$ cat src/rtl/scb_multi_pip.sv
// Writeback-slot scoreboard for multi-cycle execution pipes.
// Each issued uop reserves the single writeback cycle it will complete in.
module scb_multi_pip #(
    parameter int W_PA_REG   = 5,
    parameter int W_PD_UOPS  = 6,
    parameter int N_PIP      = 4,
    parameter int W_PIP      = 2,
    parameter int S_AMT_CELL = 8,
    parameter int W_LAT      = 7,
    parameter bit P_WAW_CHK  = 1'b1
) (
    input  logic                     clk,
    input  logic                     rst,
    input  logic [W_PD_UOPS-1:0]     CDI_PD_uops,
    input  logic [W_PA_REG-1:0]      CDI_PD_rd,
    input  logic [W_PIP-1:0]         CDI_PC_pip,
    input  logic [W_LAT-1:0]         CDI_PD_lat,
    input  logic                     CFI_PC_clear,
    output logic                     CDO_PC_acc,
    output logic                     CDO_PC_wbvld,
    output logic [W_PA_REG-1:0]      CDO_PC_rd,
    output logic [W_PIP-1:0]         CDO_PC_selwb,
    output logic [2**W_PA_REG-1:0]   CDO_PC_busy,
    output logic                     CDO_PC_full
);

    localparam int W_IDX = (S_AMT_CELL > 1) ? $clog2(S_AMT_CELL) : 1;

    logic [S_AMT_CELL-1:0] valid_q;
    logic [W_PIP-1:0]      pip_q [S_AMT_CELL];
    logic [W_PA_REG-1:0]   rd_q  [S_AMT_CELL];
    logic [W_LAT-1:0]      cnt_q [S_AMT_CELL];

    logic              free_found;
    logic [W_IDX-1:0]  free_idx;
    logic              slot_hit;
    logic              done_found;
    logic [W_IDX-1:0]  done_idx;
    logic              req;
    logic              pip_ok;
    logic              waw_hit;

    always_comb begin
        free_found  = 1'b0;
        free_idx    = '0;
        slot_hit    = 1'b0;
        done_found  = 1'b0;
        done_idx    = '0;
        CDO_PC_busy = '0;
        CDO_PC_full = 1'b1;
        for (int i = 0; i < S_AMT_CELL; i++) begin
            if (!valid_q[i]) begin
                CDO_PC_full = 1'b0;
                if (!free_found) begin
                    free_found = 1'b1;
                    free_idx   = W_IDX'(i);
                end
            end else begin
                CDO_PC_busy[rd_q[i]] = 1'b1;
                if (cnt_q[i] == CDI_PD_lat) slot_hit = 1'b1;
                if (cnt_q[i] == '0) begin
                    done_found = 1'b1;
                    done_idx   = W_IDX'(i);
                end
            end
        end
    end

    assign req     = (CDI_PD_uops != '1);
    assign pip_ok  = (32'(CDI_PC_pip) < N_PIP);
    assign waw_hit = P_WAW_CHK && CDO_PC_busy[CDI_PD_rd];

    assign CDO_PC_acc = !rst && req && !CFI_PC_clear && (CDI_PD_lat != '0)
                        && free_found && !slot_hit && !waw_hit && pip_ok;

    // A flush hides the completing uop; it is dropped with the rest.
    assign CDO_PC_wbvld = done_found && !CFI_PC_clear;
    assign CDO_PC_rd    = CDO_PC_wbvld ? rd_q[done_idx]  : '0;
    assign CDO_PC_selwb = CDO_PC_wbvld ? pip_q[done_idx] : '0;

    always_ff @(posedge clk or posedge rst) begin
        if (rst) begin
            valid_q <= '0;
            for (int i = 0; i < S_AMT_CELL; i++) begin
                pip_q[i] <= '0;
                rd_q[i]  <= '0;
                cnt_q[i] <= '0;
            end
        end else if (CFI_PC_clear) begin
            valid_q <= '0;
        end else begin
            for (int i = 0; i < S_AMT_CELL; i++) begin
                if (valid_q[i]) begin
                    if (cnt_q[i] == '0) valid_q[i] <= 1'b0;
                    else                cnt_q[i]   <= cnt_q[i] - W_LAT'(1);
                end
            end
            if (CDO_PC_acc) begin
                valid_q[free_idx] <= 1'b1;
                pip_q[free_idx]   <= CDI_PC_pip;
                rd_q[free_idx]    <= CDI_PD_rd;
                cnt_q[free_idx]   <= CDI_PD_lat - W_LAT'(1);
            end
        end
    end

endmodule
$ cat config.mk
export PLATFORM = sky130hd
export DESIGN_NAME = scb_multi_pip
export DESIGN_NICKNAME = d
export VERILOG_FILES = /design/src/rtl/scb_multi_pip.sv
export SDC_FILE = /design/constraint.sdc
export NUM_CORES = 1
export LEC_CHECK = 0
export ABC_AREA = 1
export BUFFER_PORTS_ARGS = -buffer_cell sky130_fd_sc_hd__clkbuf_2
export CAP_MARGIN = 15
export CORE_MARGIN = 3
export CORE_UTILIZATION = 25
export CTS_BUF_LIST = sky130_fd_sc_hd__clkbuf_4 sky130_fd_sc_hd__clkbuf_8
export DETAILED_ROUTE_END_ITERATION = 6
export HOLD_SLACK_MARGIN = 0.15
export SYNTH_ARGS = -nofsm -noshare
export SYNTH_HDL_FRONTEND = slang
export SYNTH_SLANG_ARGS = --single-unit
$ cat constraint.sdc
create_clock -name clk -period 10.65 [get_ports clk]
set_clock_uncertainty 0.15 [all_clocks]
set_input_delay 2.6625 -clock clk [delete_from_list [all_inputs] [get_ports clk]]
set_output_delay 2.6625 -clock clk [all_outputs]
set_load 0.005 [all_outputs]
==> out/summary.txt, run 1 <==
outcome = finished clean
Mapped Cells = 2048
Antenna Nets Post-Route = 0
Die Y = 222.7 µm
Hold/Removal Path Class = reg2reg
Synth Register Bits = 120
Worst path max stage delay = 0.55 ns
CTS max path bufs = 2
clk slew on worst S/H paths = 0.08 ns
setup bufs post-CTS = 0
initial antenna violation count = 0
Placed Instances = 2637
Leakage = 6.585 nW
final cycle utilization of the critical path = 80.96%
Max Slew Vio Count = 0
Antenna diodes = 0
CP Max Fanout = 58
Worst path slowest cell = buf_4
row cnt = 78
largest net degree at the start of global routing = 64
Setup TNS = 0 ns
Vias/cell = 5.069
Initial DRC Count = 1614
WL final = 46.46 mm
CP startpoint kind = input port
fillcell total = 5181
library cells used by synthesis = 44
DRT Pass-1 Iters = 6
IO buf count = 64
final hold viol count = 0
max_cap viols = 0
CTS root buf = clkbuf_8
WL/cell = 17.41 µm
overall power = 0.001709 W
CTS tree = built
Clk network pwr share = 24.2%
RSZ-0062 raised after global routing = false
global placement routability congestion = 0.9784
cts hold-fix bufs = 0
H-Tree Depth = 4
die area = 0.04960 mm²
Finished Layout Cells = 2669
die width = 222.7 µm
I/O pin count = 65
Mapped Area = 0.01174 mm²
worst path cell trace = clkbuf_2 -> inv_1 -> ha_1 -> a2111oi_2 -> nand3_1 -> nor2_4 -> buf_4 -> nand2_4 -> inv_1 -> clkbuf_2
post-synthesis sequential area ratio = 25.58%
Clock Latency Late Sink = 0.47 ns
number of global-route vias before repair = 12300
GRT overflow = 0
Synthesis Warnings = 0
DRC viols = 0
power per cell area = 133.9 mW/mm²
critical path type = in2out
total CTS buffers = 17
CTS resizes = 0
fmax = 116.0 MHz
HPWL Detailed = 34.72 mm
core box area = 0.04587 mm²
Worst setup EP type = output pin
Initial Utilization = 25.59%
CP arrival = 5.81 ns
Max VDD drop = 0.00007830 V
Comb pwr share = 36.8%
Tmin final = 8.623 ns
synthesized netlist net count = 2085
Worst-Margin Slew = 0.9139 ns
share of cells above drive strength 1 = 7.878%
Nets = 2093
final core occ = 27.82%
first-pass GRT wire length = 72.31 mm
overall routing resource usage = 18.34%
final setup violating endpoints = 0
sw power = 0.0007671 W
Seq pwr share = 39.0%
switching part of the total power = 44.87%
Syn Area/Cell = 5.732 µm²
area delta synth->final = 8.707%
detailed-route via count = 13530
CP required = 7.84 ns
# clock sinks = 120
internal power = 0.0009423 W
Slew headroom = 38.64%
-- sequential cells by signal, indices dropped and copies added, names as in the netlist --
register,cells
cnt_q,56
rd_q,40
pip_q,16
valid_q,8
-- per-layer routing --
layer / part of all wire [%] / global-route usage [%] / vias up
met3: 7.2 / 2.722 / 108
li1: - / - / 6514
met1: 45 / 25.18 / 6344
met4: 3.6 / 6.686 / 0
met5: 0 / 0 / -
met2: 45 / 29.21 / 563
-- power by group through the flow --
stage / registers (W) / logic [W] / clock network, W
3_5_place_dp: 0.000669 / 0.000617 / 0
3_3_place_gp: 0.000671 / 0.000606 / 0
2_1_floorplan: 0.000612 / 0.000498 / 0
4_1_cts: 0.000661 / 0.000620 / 0.000424
5_1_grt: 0.000677 / 0.000719 / 0.000443
6_report: 0.000667 / 0.000629 / 0.000414
-- worst paths after layout --
check | startpoint | cells after the start | slack [ns] | endpoint
max | CDI_PD_lat[0] | 10 | 2.03 | CDO_PC_acc
min | pip_q[0] | 2 | 0.34 | pip_q[0]
max reg2reg | valid_q[1] | 11 | 6.45 | rd_q[30]
min reg2reg | pip_q[0] | 2 | 0.34 | pip_q[0]
max in group asynchronous | rst | 3 | 7.26 | cnt_q[32]
min in group asynchronous | rst | 2 | 2.07 | cnt_q[22]
-- Yosys cell counts (all sizes together) --
cell type	number	area [µm²]
a41oi	1	16.27
nand3	166	873.3
ha	14	175.2
o22ai	19	118.9
buf	63	422.9
a221oi	3	26.28
nor3	38	211.5
o2111ai	6	52.55
nor2	224	908.4
o221ai	1	8.760
a21oi	34	170.2
nor4	7	43.79
clkinv	2	7.510
o211ai	8	60.06
o21a	4	30.03
inv	177	664.4
xnor2	13	113.9
o311ai	1	8.760
dfrtp	120	3003
xor2	37	324.1
or2	1	6.260
a31oi	2	12.51
nand2	910	3443
a2111oi	1	15.01
o21ai	154	808.3
nand4	20	125.1
o31ai	2	15.01
clkbuf	20	75.07
-- through the flow --
| stage | cell area [µm²] | hold WS [ns] | setup slack [ns] |
|---|---|---|---|
| 2_1_floorplan | 11740 | 0.2937 | 1.172 |
| 6_report | 12760 | 0.3350 | 2.027 |
| 5_1_grt | 12760 | 0.3568 | 1.812 |
| 4_1_cts | 12760 | 0.3366 | 2.079 |
| 3_5_place_dp | 12380 | 0.3155 | 2.084 |
| 3_3_place_gp | 12380 | 0.3128 | 2.207 |
-- cells in the final DEF, fill, tap and decap left out, types with 11 or more instances in the layout --
master | netlist | routed
a21oi_1 | 34 | 34
clkbuf_2 | 0 | 64
clkbuf_8 | 0 | 19
dfrtp_1 | 120 | 120
ha_1 | 14 | 14
inv_1 | 163 | 162
inv_2 | 14 | 14
nand2_1 | 903 | 903
nand3_1 | 159 | 159
nand4_1 | 20 | 20
nor2_1 | 207 | 207
nor2_2 | 12 | 11
nor3_1 | 35 | 35
o21ai_0 | 118 | 118
o21ai_1 | 28 | 28
o22ai_1 | 19 | 19
xnor2_1 | 13 | 13
xor2_1 | 37 | 37
-- cell type report --
class / count / area [µm²] / share of cell area (%)
flip-flops and latches: 120 / 3003 / 23.53
clock buffers: 19 / 261.5 / 2.049
clock inverters: 13 / 120.1 / 0.9412
multi-input cells: 1666 / 7572 / 59.33
repair buffers: 72 / 380.4 / 2.980
well taps: 600 / 750.7 / 5.882
inverters: 179 / 674.4 / 5.284
-- critical path, delay by kind of cell --
family,cells,cell delay (ns)
adder cells (fa/ha/maj),1,0.29
AND/OR/NAND/NOR,3,0.83
AO/OA/AOI/OAI,1,0.38
buffers and inverters,5,1.55
-- kinds of logic after synthesis --
group / share of synthesized area (%)
AO/OA/AOI/OAI: 11.44
XOR/XNOR: 3.730
adder cells (fa/ha/maj): 1.492
buffers and inverters: 9.965
flip-flops: 25.58
AND/OR/NAND/NOR: 47.80
No activity file was read; power rests on OpenSTA's default activity.
==> run 2, diff against run 1 <==
==> constraint.sdc (replaced) <==
create_clock -name clk -period 7.6 [get_ports clk]
set_clock_uncertainty 0.15 [all_clocks]
set_input_delay 1.9 -clock clk [delete_from_list [all_inputs] [get_ports clk]]
set_output_delay 1.9 -clock clk [all_outputs]
set_load 0.005 [all_outputs]
==> run 2 against run 1 <==
Clock power up 50%. Flip-flop and latch count unchanged. Combinational power rose by 40%. Wire length is 0.16% higher. Register-to-register slack worse by 3.0 ns. Non-clock buffer count did not move. Final cell count unchanged. Setup slack lost 0.29 ns. Critical path depth up 1. Sequential share of layout area down 0.069 points. Via count down 0.52%. Global-route usage is essentially flat. Largest power group unchanged.
==> out/summary.txt, run 2 (synthesis gave the netlist of run 1 again) <==
critical path type = in2out
Vias/cell = 5.042 (-0.52%)
DRT Pass-1 Iters = 6 (unchanged)
global placement routability congestion = 1.011 (+3.3%)
Setup TNS = 0 ns (unchanged)
CP Max Fanout = 21 (-64%)
Worst Hold Endpoint = cnt_q[42]
Finished Layout Cells = 2669 (unchanged)
clk slew on worst S/H paths = 0.08 ns (about the same)
Antenna Nets Post-Route = 0 (unchanged)
I/O pin count = 65 (unchanged)
final setup violating endpoints = 0 (unchanged)
highest metal used = met4
DRC viols = 0 (unchanged)
CTS max path bufs = 2 (unchanged)
die area = 0.04960 mm² (unchanged)
number of global-route vias before repair = 12330 (+0.25%)
initial antenna violation count = 0 (unchanged)
cts hold-fix bufs = 0 (unchanged)
CTS resizes = 0 (unchanged)
# clock sinks = 120 (unchanged)
overall routing resource usage = 18.34% (about the same)
Worst Hold Depth = 2 (unchanged)
final setup margin = 1.734 ns (-0.2931 ns)
Antenna diodes = 0 (unchanged)
CTS tree = built
Worst setup EP type = output pin
Max Slew Vio Count = 0 (unchanged)
area delta synth->final = 9.027%
min-delay src = cnt_q[42]
outcome = finished clean
CP required = 5.55 ns (-2.29 ns)
largest net degree at the start of global routing = 121 (+89%)
power per cell area = 189.3 mW/mm² (+41%)
CTS root buf = clkbuf_8
row cnt = 78 (unchanged)
Tmin final = 5.866 ns
first-pass GRT wire length = 71.73 mm (-0.80%)
Initial DRC Count = 1458 (-9.7%)
Initial Utilization = 25.59% (unchanged)
commonest non-fill, non-tap cells in the layout = nand2_1 (903), nor2_1 (207), inv_1 (162)
Clock Latency Late Sink = 0.47 ns (about the same)
Nets = 2093 (unchanged)
WL/cell = 17.43 µm (+0.16%)
IO buf count = 64 (unchanged)
fmax = 170.5 MHz
detailed-route via count = 13460 (-0.52%)
most common cell after layout, fill and taps aside = nand2_1
RSZ-0062 raised after global routing = false
Die Y = 222.7 µm (unchanged)
fillcell total = 5204 (+0.44%)
worst slack at placement = 1.788 ns (-0.2957 ns)
WL met1 = 21.04 mm (+1.4%)
Placed Instances = 2637 (unchanged)
HPWL Detailed = 34.65 mm (-0.20%)
CP startpoint kind = input port
flop-to-flop setup slack = 3.48 ns (-2.97 ns)
max_cap viols = 0 (unchanged)
share of cells above drive strength 1 = 7.878% (unchanged)
total CTS buffers = 17 (unchanged)
wire length on met3 = 3.619 mm (+8.5%)
Top Registers = cnt_q x56, rd_q x40, pip_q x16
Max VDD drop = 0.00009387 V (+20%)
core box area = 0.04587 mm² (unchanged)
FF-to-FF End = cnt_q[0]
Reg with most FFs = cnt_q
GRT overflow = 0 (unchanged)
final cycle utilization of the critical path = 77.18%
WL final = 46.53 mm (+0.16%)
R2R cell count = 15 (+4)
Slew headroom = 39.18% (+0.54 points)
H-Tree Depth = 4 (unchanged)
Worst-Margin Slew = 0.9090 ns (-0.004865 ns)
setup bufs post-CTS = 0 (unchanged)
Leakage = 6.593 nW (+0.12%)
final hold viol count = 0 (unchanged)
Hold/Removal Path Class = reg2reg
reg2reg start = valid_q[4]
CP arrival = 3.82 ns (-1.99 ns)
WL met2 = 20.45 mm (-1.1%)
die width = 222.7 µm (unchanged)
number of flip-flops under the largest register name = 56 (unchanged)
[run 2: cell types whose count changed in the layout (fill, tap and decap cells not counted), sizes merged]
cell      previous run  this run
bufinv               1         2
clkbuf              83        82
clkinv               8         4
clkinvlp             3         4
inv                180       183
[run 2: report_power, final]
| group | switching [W] | internal (W) |
|---|---|---|
| sequential | 0.000174 | 0.000750 |
| clock | 0.000317 | 0.000304 |
| combinational | 0.000585 | 0.000292 |
[run 2: how the worst max path moves through the flow]
| stage | cells after the start | slack, ns | from | end |
|---|---|---|---|---|
| 6_report | 11 | 1.73 | CDI_PD_rd[0] | CDO_PC_acc |
| 5_1_grt | 14 | 1.42 | cnt_q[46] | CDO_PC_rd[1] |
| 4_1_cts | 11 | 1.78 | CDI_PD_rd[0] | CDO_PC_acc |
| 3_5_place_dp | 11 | 1.79 | CDI_PD_rd[0] | CDO_PC_acc |
| 3_3_place_gp | 11 | 1.81 | CDI_PD_rd[0] | CDO_PC_acc |
| 2_1_floorplan | 9 | 1.02 | rst | CDO_PC_acc |
[run 2: stage by stage]
stage / hold WS [ns] / utilization (%) / instance area, µm² / power, W
floorplan: 0.2937 / - / 11740 / 0.001556
global placement: 0.3152 / 27.02 / 12390 / 0.001781
detailed placement: 0.3204 / 27.02 / 12390 / 0.001794
CTS: 0.3407 / 27.91 / 12800 / 0.002419
global route: 0.3604 / 27.91 / 12800 / 0.002608
finish: 0.3421 / 27.91 / 12800 / 0.002423
[run 2: layout make-up]
type	count	area (µm²)	area share [%]
Tap cell	600	750.7	5.865
Sequential cell	120	3003	23.46
Clock inverter	14	163.9	1.281
Multi-Input combinational cell	1666	7572	59.16
Clock buffer	18	241.5	1.887
Inverter	179	675.6	5.279
Timing Repair Buffer	72	392.9	3.069
[run 2: critical path: stages]
cell and delay (ns):
clkbuf_2 0.32, inv_1 0.64, nand3_1 0.16, nand3_1 0.10, nand3_1 0.08, nand3_1 0.13, nand3_2 0.10, nand2_4 0.14
nand2_4 0.08, inv_1 0.06, clkbuf_2 0.10
[run 2: metal layers]
layer,track usage [%],up-vias
li1,-,6510
met2,29.02,553
met5,0,-
met4,5.989,0
met3,3.065,87
met1,25.40,6308
